## src/rtl/imem_loader.sv

```systemverilog
// Instruction-memory loader: assembles a big-endian host byte stream into words, writes them
// from BASE upward and stalls the core until done. Define IMEM_LOADER_CHECKSUM_EN for a trailing sum.
module imem_loader #(
  parameter int unsigned DEPTH = 256,
  parameter logic [31:0] BASE  = 32'd0
) (
  input  logic        clk,
  input  logic        rst_n,
  input  logic        start,
  input  logic [7:0]  indata,
  input  logic        invalid,
  output logic        inready,
  output logic        memwrite,
  output logic [31:0] writeaddr,
  output logic [31:0] writedata,
  output logic [8:0]  loadedcount,
  output logic        busy,
  output logic        done,
  output logic        error,
  output logic        cpuhold
);

`ifdef IMEM_LOADER_CHECKSUM_EN
  typedef enum logic [2:0] {IDLE, HDR, DATA, CHK, DONE, ERR} state_t;
`else
  typedef enum logic [2:0] {IDLE, HDR, DATA, DONE, ERR} state_t;
`endif

  state_t      state;
  state_t      state_next;
  logic [1:0]  byte_cnt;
  logic [23:0] partial;
  logic [31:0] word_count;
  logic [31:0] word;
  logic        accept;
  logic        word_done;
  logic        last_word;
  logic        start_taken;
  logic        in_stream;
  logic        ready_next;
`ifdef IMEM_LOADER_CHECKSUM_EN
  logic [31:0] sum;
`endif

  assign accept      = invalid & inready;
  assign word        = {partial, indata};
  assign word_done   = accept && (byte_cnt == 2'd3);
  assign last_word   = (({23'd0, loadedcount}) + 32'd1) == word_count;
  assign start_taken = start && ((state == IDLE) || (state == DONE) || (state == ERR));

  // NOTE: every signal written here gets a default first, so no path can infer a latch.
  always_comb begin
    state_next = state;
    case (state)
      IDLE: if (start) state_next = HDR;
      HDR: begin
        if (word_done) begin
          if (word == 32'd0) begin
`ifdef IMEM_LOADER_CHECKSUM_EN
            state_next = CHK;
`else
            state_next = DONE;
`endif
          end else if (word > DEPTH) begin
            state_next = ERR;
          end else begin
            state_next = DATA;
          end
        end
      end
`ifdef IMEM_LOADER_CHECKSUM_EN
      DATA: if (word_done && last_word) state_next = CHK;
      CHK:  if (word_done) state_next = (word == sum) ? DONE : ERR;
`else
      // Leave only once the final strobe has gone out.
      DATA: if (memwrite && ({23'd0, loadedcount} == word_count)) state_next = DONE;
`endif
      DONE: if (start) state_next = HDR;
      ERR:  if (start) state_next = HDR;
      default: state_next = IDLE;
    endcase
  end

  always_comb begin
    in_stream = (state_next == HDR) || (state_next == DATA);
`ifdef IMEM_LOADER_CHECKSUM_EN
    if (state_next == CHK) in_stream = 1'b1;
    ready_next = in_stream;
`else
    // The last word's strobe cycle is still DATA but must not take another byte.
    ready_next = in_stream && !((state == DATA) && word_done && last_word);
`endif
  end

  // NOTE: all state and outputs update with non-blocking assignments so every register
  // samples pre-edge values, independent of statement order.
  always_ff @(posedge clk or negedge rst_n) begin
    if (!rst_n) begin
      state       <= IDLE;
      byte_cnt    <= 2'd0;
      partial     <= 24'd0;
      word_count  <= 32'd0;
      inready     <= 1'b0;
      memwrite    <= 1'b0;
      writeaddr   <= 32'd0;
      writedata   <= 32'd0;
      loadedcount <= 9'd0;
      busy        <= 1'b0;
      done        <= 1'b0;
      error       <= 1'b0;
      cpuhold     <= 1'b1;
`ifdef IMEM_LOADER_CHECKSUM_EN
      sum         <= 32'd0;
`endif
    end else begin
      state    <= state_next;
      inready  <= ready_next;
      busy     <= in_stream;
      done     <= (state_next == DONE);
      error    <= (state_next == ERR);
      cpuhold  <= (state_next != DONE);
      memwrite <= 1'b0;

      if (accept) begin
        byte_cnt <= byte_cnt + 2'd1;
        partial  <= {partial[15:0], indata};
      end

      if ((state == HDR) && word_done) word_count <= word;

      if ((state == DATA) && word_done) begin
        memwrite    <= 1'b1;
        writeaddr   <= BASE + {23'd0, loadedcount};
        writedata   <= word;
        loadedcount <= loadedcount + 9'd1;
      end

`ifdef IMEM_LOADER_CHECKSUM_EN
      if (memwrite) sum <= sum + writedata;
`endif

      if ((state == IDLE) || start_taken) begin
        byte_cnt    <= 2'd0;
        loadedcount <= 9'd0;
`ifdef IMEM_LOADER_CHECKSUM_EN
        sum         <= 32'd0;
`endif
      end
    end
  end

endmodule

```

## config.mk

```make
export PLATFORM = sky130hd
export DESIGN_NAME = imem_loader
export DESIGN_NICKNAME = d
export VERILOG_FILES = /design/src/rtl/imem_loader.sv
export SDC_FILE = /design/constraint.sdc
export NUM_CORES = 1
export LEC_CHECK = 0
export ABC_CLOCK_PERIOD_IN_PS = 2000
export CAP_MARGIN = 20
export CORE_MARGIN = 2
export CORE_UTILIZATION = 51
export DETAILED_ROUTE_END_ITERATION = 16
export HOLD_SLACK_MARGIN = 0.08
export PLACE_DENSITY = 0.78
export SLEW_MARGIN = 20
export SYNTH_ARGS = -nofsm -noshare
export SYNTH_HDL_FRONTEND = slang
export SYNTH_SLANG_ARGS = --single-unit
```

## constraint.sdc

```tcl
create_clock -name clk -period 2 [get_ports clk]
set_clock_uncertainty 0.15 [all_clocks]
set_input_delay 0.3 -clock clk [delete_from_list [all_inputs] [get_ports clk]]
set_output_delay 0.3 -clock clk [all_outputs]
set_load 0.005 [all_outputs]
```

==> impl_metrics.toml, run 1 <==
[outcome]
status = "complete, no violations"

[finish]
final_cell_mix = "nand2_1 (134), dfrtp_1 (111), clkdlybuf4s50_1 (65)"
diodes = 0
stdcell_count = 725
final.fill_count = 688
syn2layout_area_growth_pct = 33.3
drive_gt1_frac = 0.258
layout_commonest_cell = "nand2_1"
layout.nets = 593

[job]
maxCapViolCount = 0

[synthesis]
synth_cell_type_count = 45
synth_ff_type = "dfrtp_1"
syn-cell-area_um2 = 5120
yosysTopAreaCellShare = 0.566
avgSynthCellArea_um2 = 10.9
ys_ff_latch = 117
synth_top_cells_by_area = "dfrtp_1 (57%), mux2_2 (12%), nand2_1 (9.8%)"
ys_seq_area_frac = 0.572
synth_edf_count = 0
synth-warning-count = 0
synth_top_cell_by_area = "dfrtp_1"
synthCells = 469
async_flop_share = 1.00

[setup_path]
rr_worst_depth = 6
r2r-end = "inready"
cp_max_fo = 3
worstPathRequired_ns = 1.55
ff2ff_setup_slack_ns = 0.06
r2r-start = "word_count[31]"
critPathMaxStageDelay_ns = 0.49
cp.arrival_ns = 1.51
worstSetupPathType = "flip-flop to primary output"
cp-start-kind = "flip-flop"
path_cells = "buf_6 -> clkdlybuf4s50_1"
cp-end-kind = "primary output"
crit_path_top_delay_cell = "clkdlybuf4s50_1"

[min_path]
hp-class = "input pin to async pin"

[clock_tree]
cts.clk_slew.worst_paths_ns = 0.06
root_buffer = "clkbuf_8"
insertion_delay_ns = 0.53
cts_buffers = 17
clkSinkCount = 117
cts_tree = "done"
cts_max_level = 4
cts.path.max_buffers = 2

[route]
drt-initial-drc-count = 228
viasPerCell = 5.25
wl_per_cell_um = 16.4
wl_mm = 11.9
wl_met2_mm = 6.01
ant_nets = 0
wirelength_met1_mm = 5.17
route.met3.wl_um = 490
firstDrtPassIters = 4
drc = 0
vias = 3803
highest_layer = "met4"

[grt]
antenna_found_initial = 0
grt_max_degree = 50
grt_pass1_vias = 3949
grt-ovfl-total = 0
grt_first_pass_wirelength_mm = 19.8
groute.usage.overall = 0.234

[place]
dp_cells = 685
place_congestion = 0.838
post-place-ws_ns = -0.266
numPortBuffers = 67
dp_hpwl_mm = 8.09

[floorplan]
die_area_um2 = 10900
rows = 36
die_h_um = 104
core-area_um2 = 9770
initial_core_util = 0.524
die_x_um = 104
io_pins = 91

[power]
powerDensity_nw_per_um2 = 1170
leakage_uw = 0.00315
power_uw = 8020
ir_worst_vdd_uv = 582

[timing]
slew_viol_final = 0
period_share = 0.981
whs_ns = 0.148
setup_violations = 0
fmaxAchievable_ghz = 0.510
rsz0062_at_grt = "true"
hold_viol_final = 0
worst_slack_ns = 0.0378
period_needed_ns = 1.96
==> worst max-delay path, delay by kind of cell (launching register included) <==
| family | cells | cell delay [ns] |
|---|---|---|
| buf+inv | 2 | 0.61 |
| flops | 1 | 0.37 |
==> kinds of logic (layout without fill, tap and decap cells) <==
| family | after synthesis | after routing | synth area share |
|---|---|---|---|
| compound gates | 21 | 21 | 0.0298 |
| xor+xnor | 23 | 23 | 0.0393 |
| fa+ha+maj | 2 | 2 | 0.00488 |
| buf+inv | 47 | 148 | 0.0552 |
| flops | 117 | 117 | 0.572 |
| mux | 56 | 56 | 0.123 |
| other cells | 1 | 23 | 0.000732 |
| simple gates | 202 | 202 | 0.176 |
==> cell type report <==
class / instances / area [um^2] / area share
sequential: 117 / 2940 / 0.430
multi-input combinational: 327 / 2050 / 0.300
timing repair buffer: 113 / 1080 / 0.159
clock buffer: 19 / 432 / 0.0632
tap: 133 / 166 / 0.0244
clock inverter: 13 / 151 / 0.0222
inverter: 3 / 11.3 / 0.00165
==> how the worst max path moves through the flow <==
stage,start,endpoint,slack (ns),cells after the start
3_3_place_gp,indata[5],inready,-0.22,8
5_1_grt,word_count[31],inready,-0.05,6
6_report,loadedcount[3],loadedcount[3],0.04,2
3_5_place_dp,indata[0],inready,-0.27,7
4_1_cts,loadedcount[3],loadedcount[3],0.001,2
2_1_floorplan,byte_cnt[0],word_count[3],0.18,5
==> through the flow <==
| stage | instance area, um^2 | setup TNS (ns) | util |
|---|---|---|---|
| 2_1_floorplan | 5210 | 0 | - |
| 3_3_place_gp | 6120 | -2.86 | 0.626 |
| 3_5_place_dp | 6120 | -3.87 | 0.626 |
| 4_1_cts | 6770 | 0 | 0.693 |
| 5_1_grt | 6830 | -0.0699 | 0.699 |
| 6_report | 6830 | 0 | 0.699 |
==> flip-flops by register name, summed over array words and instances, names as in the netlist <==
register / flops
done: 1
writeaddr: 9
word_count: 32
loadedcount: 9
inready: 1
busy: 1
state: 3
error: 1
memwrite: 1
writedata: 32
partial: 24
cpuhold: 1
byte_cnt: 2
==> what timing repair did <==
| action | in CTS | in global routing |
|---|---|---|
| gates cloned | 0 | 0 |
| gates resized for setup | 7 | 8 |
| pin swaps | 0 | 6 |
| hold endpoints to repair | 116 | 0 |
| setup buffers | 4 | 2 |
| endpoints found under the setup margin | 10 | 8 |
| hold buffers | 2 | 0 |
==> layer usage <==
metal | global-route usage | vias up
li1 | - | 1747
met1 | 0.295 | 1913
met2 | 0.391 | 125
met3 | 0.0520 | 18
met4 | 0.0975 | 0
met5 | 0 | -
==> power by group <==
part / internal, uW / switching [uW] / leakage (uW) / total, uW
Sequential: 2950 / 595 / 0.00151 / 3540
Clock: 1820 / 1110 / 0.000271 / 2920
Combinational: 892 / 666 / 0.00137 / 1560
==> synth_stat cells, drive strengths merged (2+ instances only) <==
cell type	n
nand2	134
dfrtp	116
mux2	55
buf	41
nor2	21
nor4	13
xnor2	13
xor2	10
nand3	8
o21ai	8
nand4	6
nor3	6
clkbuf	3
inv	3
nand2b	3
a21oi	2
a22o	2
and2	2
ha	2
nor2b	2
o32ai	2
Note: power is estimated with default switching activity, not from simulation.
==> run 2: changes to the inputs <==
Settings changed: CAP_MARGIN 20 to 30.
==> results of run 2 <==
No change in the layout: final DEF, timing and power equal those of run 1.
==> run 3: changes to the inputs <==
Settings changed: GPL_ROUTABILITY_DRIVEN from default to 0, PLACE_DENSITY 0.78 to 0.81.
==> run 3 against run 2 <==
Sequential power about the same. Utilization rose by 0.78 points. Hold slack worse by 0.066 ns. Critical path type unchanged. Critical endpoint is now loadedcount[6]. Largest cell class unchanged. Largest power group unchanged.
==> impl_metrics.toml, run 3 (same netlist as run 1, synthesis figures left out) <==
[outcome]
status = "complete, no violations"

[clock_tree]
cts_max_level = 4
root_buffer = "clkbuf_8"
cts.path.max_buffers = 2
cts_tree = "done"
insertion_delay_ns = 0.53
cts.clk_slew.worst_paths_ns = 0.06
clkSinkCount = 117
cts_buffers = 17

[setup_path]
cp.arrival_ns = 1.51
r2r-end = "inready"
worstSetupPathType = "flip-flop to primary output"
rr_worst_depth = 7
cp-start-kind = "flip-flop"
worstPathRequired_ns = 1.55
cp-end-kind = "primary output"
cp_max_fo = 5
ff2ff_setup_slack_ns = 0.05
r2r-start = "loadedcount[3]"

[timing]
period_share = 0.981
setup_violations = 0
period_needed_ns = 1.96
fmaxAchievable_ghz = 0.510
slew_viol_final = 0
rsz0062_at_grt = "true"
hold_viol_final = 0

[floorplan]
rows = 36
core-area_um2 = 9770
die_x_um = 104
die_h_um = 104
die_area_um2 = 10900
io_pins = 91
initial_core_util = 0.524

[finish]
drive_gt1_frac = 0.267
final-seq-area_um2 = 2940
stdcell_count = 732
multiInputGateArea_um2 = 2050
diodes = 0
postLayoutCoreUtil = 0.707
final.fill_count = 656
layout_commonest_cell = "nand2_1"
layout.nets = 600
largestRegisters = "word_count: 32 flops, writedata: 32 flops, partial: 24 flops"
syn2layout_area_growth_pct = 34.8
final_cell_mix = "nand2_1 (134), dfrtp_1 (110), clkdlybuf4s50_1 (62)"

[route]
drc = 0
viasPerCell = 5.33
wl_mm = 12.6
ant_nets = 0
wl_per_cell_um = 17.2
vias = 3904
firstDrtPassIters = 8
drt-initial-drc-count = 262

[power]
leakage_uw = 0.00324
ir_worst_vdd_uv = 665
powerDensity_nw_per_um2 = 1200

[grt]
grt_pass1_vias = 3982
antenna_found_initial = 0
grt_max_degree = 35
groute.usage.overall = 0.242
grt_first_pass_wirelength_mm = 20.3
grt-ovfl-total = 0

[place]
dp_hpwl_mm = 8.19
dp_cells = 690
numPortBuffers = 67

[job]
maxCapViolCount = 0

[min_path]
hp-class = "input pin to async pin"
run 3: cell count changes in the layout (fill, tap and decap cells not counted), moves of 2 or more:
cell             before  now
clkinv_4              6    0
buf_4                39   43
buf_6                 2    6
clkdlybuf4s50_1      65   62
clkinv_2              0    3
buf_12                5    3
bufinv_16             2    4
clkbuf_1              1    3
clkbuf_8              2    4
clkinvlp_4            4    2
dlygate4sd2_1         1    3
nor4_2                1    3
run 3: worst max-delay path, cell delays in order, from the launching register on:
cell	delay (ns)
dfrtp_1	0.34
buf_4	0.14
clkdlybuf4s50_1	0.50
run 3: routing by layer:
layer / up-vias / share of wire / track usage
met5: - / 0 / 0
met4: 0 / 0.022 / 0.0936
met3: 29 / 0.063 / 0.0608
met2: 169 / 0.50 / 0.399
met1: 1945 / 0.41 / 0.308
li1: 1761 / - / -
run 3: repair_timing:
| action | 4_1_cts | 5_1_grt |
|---|---|---|
| endpoints found under the hold margin | 116 | 0 |
| cloned | 0 | 1 |
| pin swaps | 0 | 6 |
| gates resized for setup | 13 | 10 |
| buffers inserted | 5 | 3 |
| hold buffers | 1 | 0 |
| setup endpoints to repair | 11 | 34 |
run 3: per-stage QoR:
stage	worst slack (ns)	hold WS, ns	total power (uW)	area (um^2)	setup TNS, ns
floorplan	0.183	-0.146	4380	5210	0
global placement	-0.145	0.0958	4880	6130	-3.61
detailed placement	-0.179	0.0980	5000	6130	-4.41
CTS	0.00447	0.0938	8190	6820	0
global route	-0.0230	0.142	8610	6910	-0.0230
finish	0.0376	0.0813	8300	6910	0
run 3: layout make-up:
class | count | share of cell area
timing repair buffer | 120 | 0.163
sequential | 117 | 0.425
clock buffer | 23 | 0.0676
inverter | 3 | 0.00163
multi-input combinational | 327 | 0.297
tap | 133 | 0.0241
clock inverter | 9 | 0.0217
run 3: report_power, final:
group          total (uW)  switching, uW  internal (uW)
Combinational        1580            678            899
Clock                3170           1050           2120
Sequential           3560            614           2950
Total                8300           2340           5960
run 3: how the worst max path moves through the flow:
stage | cells after the start | slack (ns) | to | startpoint
global placement | 7 | -0.15 | inready | indata[5]
finish | 2 | 0.04 | loadedcount[6] | loadedcount[6]
global route | 6 | -0.02 | inready | word_count[31]
detailed placement | 7 | -0.18 | inready | indata[5]
floorplan | 5 | 0.18 | word_count[3] | byte_cnt[0]
CTS | 6 | 0.004 | inready | word_count[26]
==> edit: new RTL, settings of run 2 <==
The output `error` loses its register stage (`error` becomes a continuous assignment).
--- a/src/rtl/imem_loader.sv
+++ b/src/rtl/imem_loader.sv
@@ -107,7 +107,6 @@
       loadedcount <= 9'd0;
       busy        <= 1'b0;
       done        <= 1'b0;
-      error       <= 1'b0;
       cpuhold     <= 1'b1;
 `ifdef IMEM_LOADER_CHECKSUM_EN
       sum         <= 32'd0;
@@ -117,7 +116,6 @@
       inready  <= ready_next;
       busy     <= in_stream;
       done     <= (state_next == DONE);
-      error    <= (state_next == ERR);
       cpuhold  <= (state_next != DONE);
       memwrite <= 1'b0;
 
@@ -149,5 +147,7 @@
     end
   end
 
+  assign error = (state_next == ERR);
+
 endmodule
 
Formal check against the unedited RTL: not equivalent (a bounded check fails within 10 cycles, from zero or initial values and one cycle with rst_n low).
==> edit against run 2 <==
The flow now finishes with violations (negative setup slack); wire length up 13%; first-iteration DRC count is 0.88% higher; count of clock-buffer cells in the layout increased by 5; setup slack worse by 730 ps; highest routed layer unchanged; power increased by 6.1%; hold slack improved by 45 ps; largest power group unchanged; design area is 5.0% higher; sequential cell count is 1 lower; area after synthesis is 0.49% lower; non-clock buffer count increased by 40.
==> edit: results <==
metrics = {
    "worst_setup_path": {
        "r2r-start": "partial[23]",
        "cp_max_fo": 2,
        "cp_data_arrival_time_ps": 2240,
        "r2r_cells": 8,
        "crit_end": "error",
        "r2r_end": "busy",
        "r2r_slack_ps": -260,
    },
    "layout": {
        "instances_no_fill": 763,
        "drive_gt1_share_pct": 31.3,
        "nets": 632,
    },
    "synthesis": {
        "post_synth_mux_area_share_pct": 12.3,
        "yosysSeqAreaShare_pct": 56.9,
        "syn_area_per_cell_sq_um": 10.9,
        "synth_flop_cell": "dfrtp_1",
        "synth.area.top_cells": "dfrtp_1 (56%), mux2_2 (12%), nand2_1 (9.9%)",
        "synth_common_cells": "nand2_1 (134), dfrtp_1 (115), mux2_2 (55)",
        "synth_xor_area_share_pct": 3.95,
        "synthAdderAreaFrac_pct": 0.491,
        "synth_compound_area_share_pct": 2.99,
    },
    "power_and_ir_drop": {
        "power_leakage_nw": 3.39,
        "switching_share_pct": 28.8,
        "peakVddDrop_mv": 0.531,
    },
    "timing": {
        "layout_setup_ws_ps": -690,
        "setup_tns_ps": -1800,
        "setup_viol": 6,
    },
    "global_routing": {
        "grt_max_degree": 70,
        "grt.total_usage_pct": 24.4,
        "grt_pass1_vias": 4028,
        "grt_pass1_wl_microns": 20700,
    },
    "drt": {
        "vias": 4072,
        "drtIter0Drc": 230,
        "drtPass1Iterations": 6,
        "wl_per_cell_microns": 17.6,
    },
    "clock_tree": {
        "htreeDepth": 4,
        "clk_pin_slew_ps": 60,
        "clk_latency_ps": 510,
    },
    "placement": {
        "dp_hpwl_microns": 8230,
        "post-place-cells": 711,
        "pre_cts_ws_ps": -632,
        "gp_congestion": 0.868,
    },
    "status": {
        "violations": "negative setup slack",
        "outcome": "finished, violations left",
    },
}
-- edit: changes by cell type after synthesis, sizes merged --
cell,before,now
dfrtp,116,115
-- edit: logic make-up after synthesis --
logic type      count (synthesis)
simple gates                  202
flops                         116
mux                            56
buf+inv                        47
xor+xnor                       23
compound gates                 21
fa+ha+maj                       2
other cells                     1
-- edit: through the flow --
| stage | area (sq um) | power (W) |
|---|---|---|
| after detailed placement | 6280 | 0.00530 |
| final | 7170 | 0.00851 |
| after floorplan | 5180 | 0.00436 |
| after global routing | 7170 | 0.00886 |
| after global placement | 6280 | 0.00518 |
| after CTS | 6990 | 0.00838 |
-- edit: what timing repair did --
item,4_1_cts,5_1_grt
endpoints found under the setup margin,12,42
hold buffers,2,0
resized for setup,17,13
setup buffers,6,11
gates cloned,0,2
pin swaps,7,8
hold endpoints to repair,116,0
-- edit: layout make-up --
type	count	area, sq um
timing repair buffer	153	1400
sequential	116	2910
clock inverter	7	95.1
fill	599	2560
multi-input combinational	327	2080
tap	133	166
clock buffer	24	500
inverter	3	11.3
-- edit: power groups by stage --
| stage | combinational, W | sequential, W | clock (W) |
|---|---|---|---|
| 2_1_floorplan | 0.00104 | 0.00332 | 0 |
| 3_3_place_gp | 0.00191 | 0.00328 | 0 |
| 3_5_place_dp | 0.00198 | 0.00332 | 0 |
| 4_1_cts | 0.00205 | 0.00331 | 0.00302 |
| 5_1_grt | 0.00230 | 0.00341 | 0.00314 |
| 6_report | 0.00215 | 0.00336 | 0.00300 |
-- edit: how the worst min path moves through the flow --
stage / cells after the start / slack (ps) / endpoint
after CTS: 2 / 170 / cpuhold
after detailed placement: 1 / 40 / writeaddr[6]
after floorplan: 0 / -150 / busy
final: 2 / 190 / cpuhold
after global routing: 2 / 170 / cpuhold
after global placement: 1 / 40 / writeaddr[6]
-- edit: layer usage --
layer / GRT usage [%] / vias up / routed length [microns]
li1: - / 1841 / -
met1: 31.1 / 2022 / 5520
met2: 40.0 / 175 / 6780
met3: 7.39 / 34 / 799
met4: 7.82 / 0 / 329
met5: 0 / - / 0
-- edit: worst max-delay path, cell delays in order (launching register included) --
cell,delay [ps]
dfrtp_1,420
nor4_4,370
buf_4,160
nand4_1,110
a211oi_2,370
o32ai_2,140
buf_2,150
